`config.mk`:
```
export PLATFORM = sky130hd
export DESIGN_NAME = bcd_sevenseg_scan
export DESIGN_NICKNAME = d
export VERILOG_FILES = /design/src/rtl/bcd_sevenseg_scan_pkg.sv /design/src/rtl/bcd_sevenseg_scan_decode.sv /design/src/rtl/bcd_sevenseg_scan.sv
export SDC_FILE = /design/constraint.sdc
export NUM_CORES = 1
export LEC_CHECK = 0
export ABC_AREA = 1
export BUFFER_PORTS_ARGS = -buffer_cell sky130_fd_sc_hd__clkbuf_2
export CAP_MARGIN = 20
export CORE_MARGIN = 4
export CORE_UTILIZATION = 36
export DETAILED_ROUTE_END_ITERATION = 8
export PLACE_DENSITY = 0.66
export SLEW_MARGIN = 0
export SYNTH_ARGS = -nofsm -noshare
export SYNTH_HDL_FRONTEND = slang
export SYNTH_HIERARCHICAL = 1
export SYNTH_SLANG_ARGS = --single-unit
```
`constraint.sdc`:
```
create_clock -name clk -period 2.9 [get_ports clk]
set_clock_uncertainty 0.2 [all_clocks]
set_input_delay 0.145 -clock clk [delete_from_list [all_inputs] [get_ports clk]]
set_output_delay 0.145 -clock clk [all_outputs]
set_load 0.03 [all_outputs]
```
`src/rtl/bcd_sevenseg_scan_pkg.sv`:
```
// -----------------------------------------------------------------------------
// bcd_sevenseg_scan_pkg
// Shared definitions for the multiplexed 7-segment display blocks:
//   - seg_t            : 7-bit segment vector, bit order {g,f,e,d,c,b,a}
//   - SEG_BIT_A/G      : bit positions of segment a (LSB) and g (MSB)
//   - SEG_0..SEG_9     : active-high glyphs for decimal digits
//   - SEG_DASH         : active-high glyph for non-decimal codes (g only)
//   - SEG_BLANK        : all segments off (active-high)
//   - clog2()          : ceiling log2 with a minimum result of 1, for widths
// -----------------------------------------------------------------------------
package bcd_sevenseg_scan_pkg;

    localparam int SEG_BIT_A = 0;
    localparam int SEG_BIT_G = 6;

    typedef logic [SEG_BIT_G:SEG_BIT_A] seg_t;

    localparam seg_t SEG_0     = 7'b0111111;
    localparam seg_t SEG_1     = 7'b0000110;
    localparam seg_t SEG_2     = 7'b1011011;
    localparam seg_t SEG_3     = 7'b1001111;
    localparam seg_t SEG_4     = 7'b1100110;
    localparam seg_t SEG_5     = 7'b1101101;
    localparam seg_t SEG_6     = 7'b1111101;
    localparam seg_t SEG_7     = 7'b0000111;
    localparam seg_t SEG_8     = 7'b1111111;
    localparam seg_t SEG_9     = 7'b1101111;
    localparam seg_t SEG_DASH  = 7'b1000000;
    localparam seg_t SEG_BLANK = 7'b0000000;

    // Width needed to hold values 0..value-1; never returns less than 1 so
    // that a degenerate parameter still yields a legal vector.
    function automatic int clog2(input int value);
        int result;
        result = 0;
        for (int v = value - 1; v > 0; v = v >> 1) begin
            result = result + 1;
        end
        if (result < 1) begin
            result = 1;
        end
        return result;
    endfunction

endpackage

```
`src/rtl/bcd_sevenseg_scan_decode.sv`:
```
// -----------------------------------------------------------------------------
// bcd_to_sevenseg
// Combinational 4-bit BCD to 7-segment decoder, active-high outputs.
// Codes 10..15 are not decimal and are shown as a dash so that a corrupted
// counter value is visible on the display rather than silently mis-shown.
//   bcd_i : 4-bit digit code
//   seg_o : segments {g,f,e,d,c,b,a}, 1 = lit
// -----------------------------------------------------------------------------
module bcd_to_sevenseg
    import bcd_sevenseg_scan_pkg::*;
(
    input  logic [3:0] bcd_i,
    output logic [6:0] seg_o
);

    always_comb begin
        seg_o = SEG_DASH;
        case (bcd_i)
            4'd0:    seg_o = SEG_0;
            4'd1:    seg_o = SEG_1;
            4'd2:    seg_o = SEG_2;
            4'd3:    seg_o = SEG_3;
            4'd4:    seg_o = SEG_4;
            4'd5:    seg_o = SEG_5;
            4'd6:    seg_o = SEG_6;
            4'd7:    seg_o = SEG_7;
            4'd8:    seg_o = SEG_8;
            4'd9:    seg_o = SEG_9;
            default: seg_o = SEG_DASH;
        endcase
    end

endmodule

```
`src/rtl/bcd_sevenseg_scan.sv`:
```
// -----------------------------------------------------------------------------
// bcd_sevenseg_scan
// Time-multiplexed 7-segment driver for a chain of BCD digits.
// A prescaler divides clk into digit slots; each slot drives one digit enable
// after a short all-off guard interval (anti-ghosting). Inputs are captured
// once per frame so a counter rolling over mid-scan never tears the display.
//
// Ports:
//   clk         : system clock
//   rst         : asynchronous active-high reset
//   bcd_in      : packed BCD digits, [3:0] = least-significant digit
//   dp_in       : decimal point request per digit
//   blank_lz    : 1 = blank leading zeros
//   seg         : segments {g,f,e,d,c,b,a} at SEG_ACTIVE_LOW polarity
//   dp          : decimal point of the active digit, same polarity as seg
//   an          : digit enables at DIGIT_ACTIVE_LOW polarity, bit i = digit i
//   digit_idx   : current slot index
//   frame_start : one-cycle pulse on the first cycle of slot 0
// -----------------------------------------------------------------------------
module bcd_sevenseg_scan
    import bcd_sevenseg_scan_pkg::*;
#(
    parameter int NUM_DIGITS       = 4,
    parameter int REFRESH_DIV      = 50000,
    parameter int GUARD_CYCLES     = 2,
    parameter int SEG_ACTIVE_LOW   = 1,
    parameter int DIGIT_ACTIVE_LOW = 1
) (
    input  logic                          clk,
    input  logic                          rst,
    input  logic [4*NUM_DIGITS-1:0]       bcd_in,
    input  logic [NUM_DIGITS-1:0]         dp_in,
    input  logic                          blank_lz,
    output logic [6:0]                    seg,
    output logic                          dp,
    output logic [NUM_DIGITS-1:0]         an,
    output logic [clog2(NUM_DIGITS)-1:0]  digit_idx,
    output logic                          frame_start
);

    localparam int IDX_W = clog2(NUM_DIGITS);
    localparam int PRE_W = clog2(REFRESH_DIV);

    localparam logic [PRE_W-1:0] PRE_LAST  = PRE_W'(REFRESH_DIV - 1);
    localparam logic [PRE_W-1:0] PRE_GUARD = PRE_W'(GUARD_CYCLES);
    localparam logic [IDX_W-1:0] IDX_LAST  = IDX_W'(NUM_DIGITS - 1);

    // Pin levels meaning "off"; XOR-ing an active-high value with these
    // yields the configured output polarity.
    localparam seg_t                  SEG_OFF_LVL = {7{SEG_ACTIVE_LOW != 0}};
    localparam logic                  DP_OFF_LVL  = (SEG_ACTIVE_LOW != 0);
    localparam logic [NUM_DIGITS-1:0] AN_OFF_LVL  = {NUM_DIGITS{DIGIT_ACTIVE_LOW != 0}};

    // ------------------------------------------------------------------
    // State
    // ------------------------------------------------------------------
    logic [PRE_W-1:0]          prescaler_q, prescaler_d;
    logic [IDX_W-1:0]          idx_q, idx_d;
    logic [4*NUM_DIGITS-1:0]   snap_bcd_q, snap_bcd_d;
    logic [NUM_DIGITS-1:0]     snap_dp_q, snap_dp_d;
    logic                      snap_blz_q, snap_blz_d;
    logic                      frame_start_q, frame_start_d;
    seg_t                      seg_q, seg_d;
    logic                      dp_q, dp_d;
    logic [NUM_DIGITS-1:0]     an_q, an_d;

    logic slot_tick;
    logic frame_wrap;
    logic in_guard;

    assign slot_tick  = (prescaler_q == PRE_LAST);
    assign frame_wrap = slot_tick && (idx_q == IDX_LAST);
    assign in_guard   = (prescaler_q < PRE_GUARD);

    // ------------------------------------------------------------------
    // Per-digit views of the snapshot
    // ------------------------------------------------------------------
    logic [3:0]            digit_code [NUM_DIGITS];
    logic [NUM_DIGITS-1:0] blank_mask;
    logic [NUM_DIGITS-1:0] sel_onehot;

    genvar gi;
    generate
        for (gi = 0; gi < NUM_DIGITS; gi++) begin : g_digit
            assign digit_code[gi] = snap_bcd_q[4*gi +: 4];
            assign sel_onehot[gi] = (idx_q == IDX_W'(gi));

            // A digit is a leading zero when it and everything above it is
            // zero. Non-decimal codes are non-zero, so they end the run.
            if (gi == 0) begin : g_lsd
                assign blank_mask[gi] = 1'b0;
            end else begin : g_upper
                assign blank_mask[gi] = snap_blz_q &&
                    (snap_bcd_q[4*NUM_DIGITS-1:4*gi] == '0);
            end
        end
    endgenerate

    // ------------------------------------------------------------------
    // Current-slot selection and decode
    // ------------------------------------------------------------------
    logic [3:0] cur_code;
    logic       cur_blank;
    logic       cur_dp;
    seg_t       cur_glyph;

    always_comb begin
        cur_code  = 4'd0;
        cur_blank = 1'b0;
        cur_dp    = 1'b0;
        for (int i = 0; i < NUM_DIGITS; i++) begin
            if (sel_onehot[i]) begin
                cur_code  = digit_code[i];
                cur_blank = blank_mask[i];
                cur_dp    = snap_dp_q[i];
            end
        end
    end

    bcd_to_sevenseg u_decode (
        .bcd_i (cur_code),
        .seg_o (cur_glyph)
    );

    // ------------------------------------------------------------------
    // Next-state logic
    // ------------------------------------------------------------------
    always_comb begin
        prescaler_d   = slot_tick ? '0 : prescaler_q + 1'b1;

        idx_d         = idx_q;
        if (slot_tick) begin
            idx_d = (idx_q == IDX_LAST) ? '0 : idx_q + 1'b1;
        end

        snap_bcd_d    = snap_bcd_q;
        snap_dp_d     = snap_dp_q;
        snap_blz_d    = snap_blz_q;
        if (frame_wrap) begin
            snap_bcd_d = bcd_in;
            snap_dp_d  = dp_in;
            snap_blz_d = blank_lz;
        end

        frame_start_d = frame_wrap;

        // Outputs are registered from the current slot state. The capture
        // lands on the same edge that enters slot 0, so the first output
        // update of slot 0 already decodes the freshly captured frame.
        seg_d = (cur_blank ? SEG_BLANK : cur_glyph) ^ SEG_OFF_LVL;
        dp_d  = cur_dp ^ DP_OFF_LVL;
        an_d  = (in_guard ? '0 : sel_onehot) ^ AN_OFF_LVL;
    end

    // ------------------------------------------------------------------
    // Registers
    // ------------------------------------------------------------------
    always_ff @(posedge clk or posedge rst) begin
        if (rst) begin
            prescaler_q   <= '0;
            idx_q         <= '0;
            snap_bcd_q    <= '0;
            snap_dp_q     <= '0;
            snap_blz_q    <= 1'b0;
            frame_start_q <= 1'b0;
            seg_q         <= SEG_OFF_LVL;
            dp_q          <= DP_OFF_LVL;
            an_q          <= AN_OFF_LVL;
        end else begin
            prescaler_q   <= prescaler_d;
            idx_q         <= idx_d;
            snap_bcd_q    <= snap_bcd_d;
            snap_dp_q     <= snap_dp_d;
            snap_blz_q    <= snap_blz_d;
            frame_start_q <= frame_start_d;
            seg_q         <= seg_d;
            dp_q          <= dp_d;
            an_q          <= an_d;
        end
    end

    assign seg         = seg_q;
    assign dp          = dp_q;
    assign an          = an_q;
    assign digit_idx   = idx_q;
    assign frame_start = frame_start_q;

endmodule

```
==> flow_metrics.env <==
export IMPL_worst_setup_path_end_kind="register"
export IMPL_postCtsSetupBuffers=0
export IMPL_die_w_um=95.1
export IMPL_synth_area_leader_cell="dfrtp_1"
export IMPL_clock_path_buffers=2
export IMPL_ys_types=26
export IMPL_cp_max_fo=6
export IMPL_syn2layout_area_growth_pct=21.7
export IMPL_portBuffers=37
export IMPL_multi_input_area_um2=1230
export IMPL_synth_edf_count=0
export IMPL_grt_util_met1_pct=19.3
export IMPL_busiest_layer="met2"
export IMPL_place_congestion=0.860
export IMPL_totalWireLength_um=5840
export IMPL_ys_async_sr_fraction_pct=100
export IMPL_criticalPathCategory="reg2reg"
export IMPL_min_period_over_period_pct=88.5
export IMPL_die_height_um=95.1
export IMPL_total_power_mw=1.20
export IMPL_drc=0
export IMPL_final_layout_size_suffix_gt1_share_pct=19.1
export IMPL_hold_buffers=22
export IMPL_clk_transition_reported_paths_ns=0.10
export IMPL_seq_area_um2=1320
export IMPL_clock_latency_ns=0.30
export IMPL_fillCellCount=703
export IMPL_status="completed"
export IMPL_syn_nets=376
export IMPL_cts_resized_gates=0
export IMPL_wl_per_cell_um=11.6
export IMPL_core_um2=7330
export IMPL_power_density_nw_per_um2=360
export IMPL_setup_violations_final=0
export IMPL_grt_use_met3_pct=3.63
export IMPL_ios=38
export IMPL_cts_tree="built"
export IMPL_peakVddDrop_uv=211
export IMPL_cp_start_kind="register"
export IMPL_slew_headroom_pct=59.9
export IMPL_p_leak_nw=1.63
export IMPL_grt_antenna_before_repair=0
export IMPL_synth_cells=342
export IMPL_fin_nets=437
export IMPL_yosysWarnings=6
export IMPL_cts_sinks=52
export IMPL_htreeDepth=2
export IMPL_num_antenna_cells=0
export IMPL_cts_root_buf="clkbuf_8"
export IMPL_grtUsageTotal_pct=14.1
export IMPL_synth_top_area_share_pct=36.6
export IMPL_syn_avg_cell_area_um2=7.99
export IMPL_final_max_slew_viol_count=0
export IMPL_period_minus_slack_ns=2.57
export IMPL_synth_main_ff_cell="dfrtp_1"
export IMPL_crit_arrival_ns=2.60
export IMPL_fmax_ghz=0.390
export IMPL_met2_usage_pct=22.7
export IMPL_die_area_um2=9040
export IMPL_tightest_slew_ns=0.601
export IMPL_finalHoldViolations=0
export IMPL_cts_made_buffers=5
export IMPL_antenna_left=0
export IMPL_num_rows=31
export IMPL_utilization_pct=45.3
export IMPL_firstDrtPassIters=4
export IMPL_hold_class="in2async"
export IMPL_grt_start_max_net_pins=29
export IMPL_cap_violations=0
export IMPL_num_vias=2291
export IMPL_grt_pass1_wl_um=10200
export IMPL_synthTopCellsByCount="116 x nand2_1, 40 x dfrtp_1, 37 x nor2_1"
export IMPL_drt_iter0_drc=84
export IMPL_ys_top_cells_by_area="dfrtp_1 37%, nand2_1 16%, dfstp_2 12%"
export IMPL_worstPathRequired_ns=2.94
export IMPL_viasPerCell=4.55
export IMPL_dp_hpwl_um=4450
export IMPL_synth_seq_cells=52
export IMPL_grt_overflow_total=0
export IMPL_rsz0062_at_grt="false"
export IMPL_ys_seq_area_share_pct=48.2
export IMPL_grt_pass1_vias=2193
export IMPL_syn_cell_area_um2=2730
export IMPL_fin_tns_setup_ns=0
export IMPL_initial_utilization_pct=37.3
export IMPL_synth_most_common_cell="nand2_1"
cells by family (layout without fill, tap and decap cells):
group                    after synthesis  after routing  share of synthesized area, %
buffers and inverters                 42            104                          6.69
flip-flops                            52             52                          48.2
adder cells (fa/ha/maj)               11             11                          5.04
AO/OA/AOI/OAI                         22             22                          4.31
XOR/XNOR                               9              9                          2.89
AND/OR/NAND/NOR                      206            206                          32.9
cell type report:
type                            instances  share of cell area [%]
Clock buffer                            5                    2.07
Clock inverter                          3                   0.678
Inverter                               33                    3.73
Multi-Input combinational cell        248                    37.1
Sequential cell                        52                    39.6
Tap cell                               99                    3.73
Timing Repair Buffer                   63                    13.1
layer usage:
metal  vias to the layer above  part of all wire (%)  wire length [um]
li1                       1215                     -                 -
met1                      1034                    49              2880
met2                        38                    45              2640
met3                         4                   4.8               281
met4                         0                  0.72                42
met5                         -                     0                 0
per-stage QoR:
stage | cell area (um2) | hold WS [ns] | worst slack (ns) | std cells
finish | 3320 | 0.224 | 0.335 | 503
global route | 3320 | 0.287 | 0.0233 | 503
CTS | 3320 | 0.248 | 0.332 | 503
detailed placement | 3010 | 0.0331 | 0.335 | 473
global placement | 3010 | 0.0196 | 0.476 | 473
floorplan | 2730 | 0.0972 | 0.358 | 342
worst paths after layout:
| check | startpoint | endpoint | slack [ns] | cells past startpoint |
|---|---|---|---|---|
| worst min register to register | snap_dp_q[3] | dp | 0.26 | 1 |
| worst min-delay path | rst | snap_bcd_q[14] | 0.22 | 3 |
| worst max register to register | digit_idx[1] | seg[3] | 0.33 | 14 |
| worst max-delay path | digit_idx[1] | seg[3] | 0.33 | 14 |
| min in group clk | snap_dp_q[3] | dp | 0.26 | 1 |
| max in group asynchronous | rst | an[1] | 1.50 | 4 |
worst max-delay path, stage by stage, from the launching register on:
cell     delay (ns)
dfrtp_1        0.43
inv_1          0.08
ha_1           0.25
inv_1          0.17
nand3_1        0.09
nand2_1        0.07
o21ai_0        0.07
o21ai_0        0.42
inv_2          0.13
ha_1           0.30
nand2_1        0.06
nand2_1        0.08
nand2_1        0.05
nand2_1        0.05
nand2_1        0.05
sequential cells by signal, summed over array words and instances, names as in the netlist:
| name | count |
|---|---|
| an | 4 |
| digit_idx | 2 |
| dp | 1 |
| frame_start | 1 |
| prescaler_q | 16 |
| seg | 7 |
| snap_bcd_q | 16 |
| snap_blz_q | 1 |
| snap_dp_q | 4 |
power breakdown:
part | leakage, nW | switching (mW) | internal (mW)
clock | 0.0485 | 0.245 | 0.173
combinational | 1.02 | 0.0215 | 0.0304
sequential | 0.560 | 0 | 0.725
total | 1.63 | 0.266 | 0.929
placed cells by master, fill, tap and decap left out, drive strengths merged:
cell type and count:
buf 4, o211ai 2, dfstp 12, a21oi 7
xor2 8, nor3 4, clkinv 2, clkbuf 42
and2 1, nand4 23, nand2 120, dfrtp 40
dlygate4sd3 22, inv 34, nand3 18, xnor2 1
nor2 40, o21ai 12, a22oi 1, ha 11
Power figures use the tool's default switching activity.
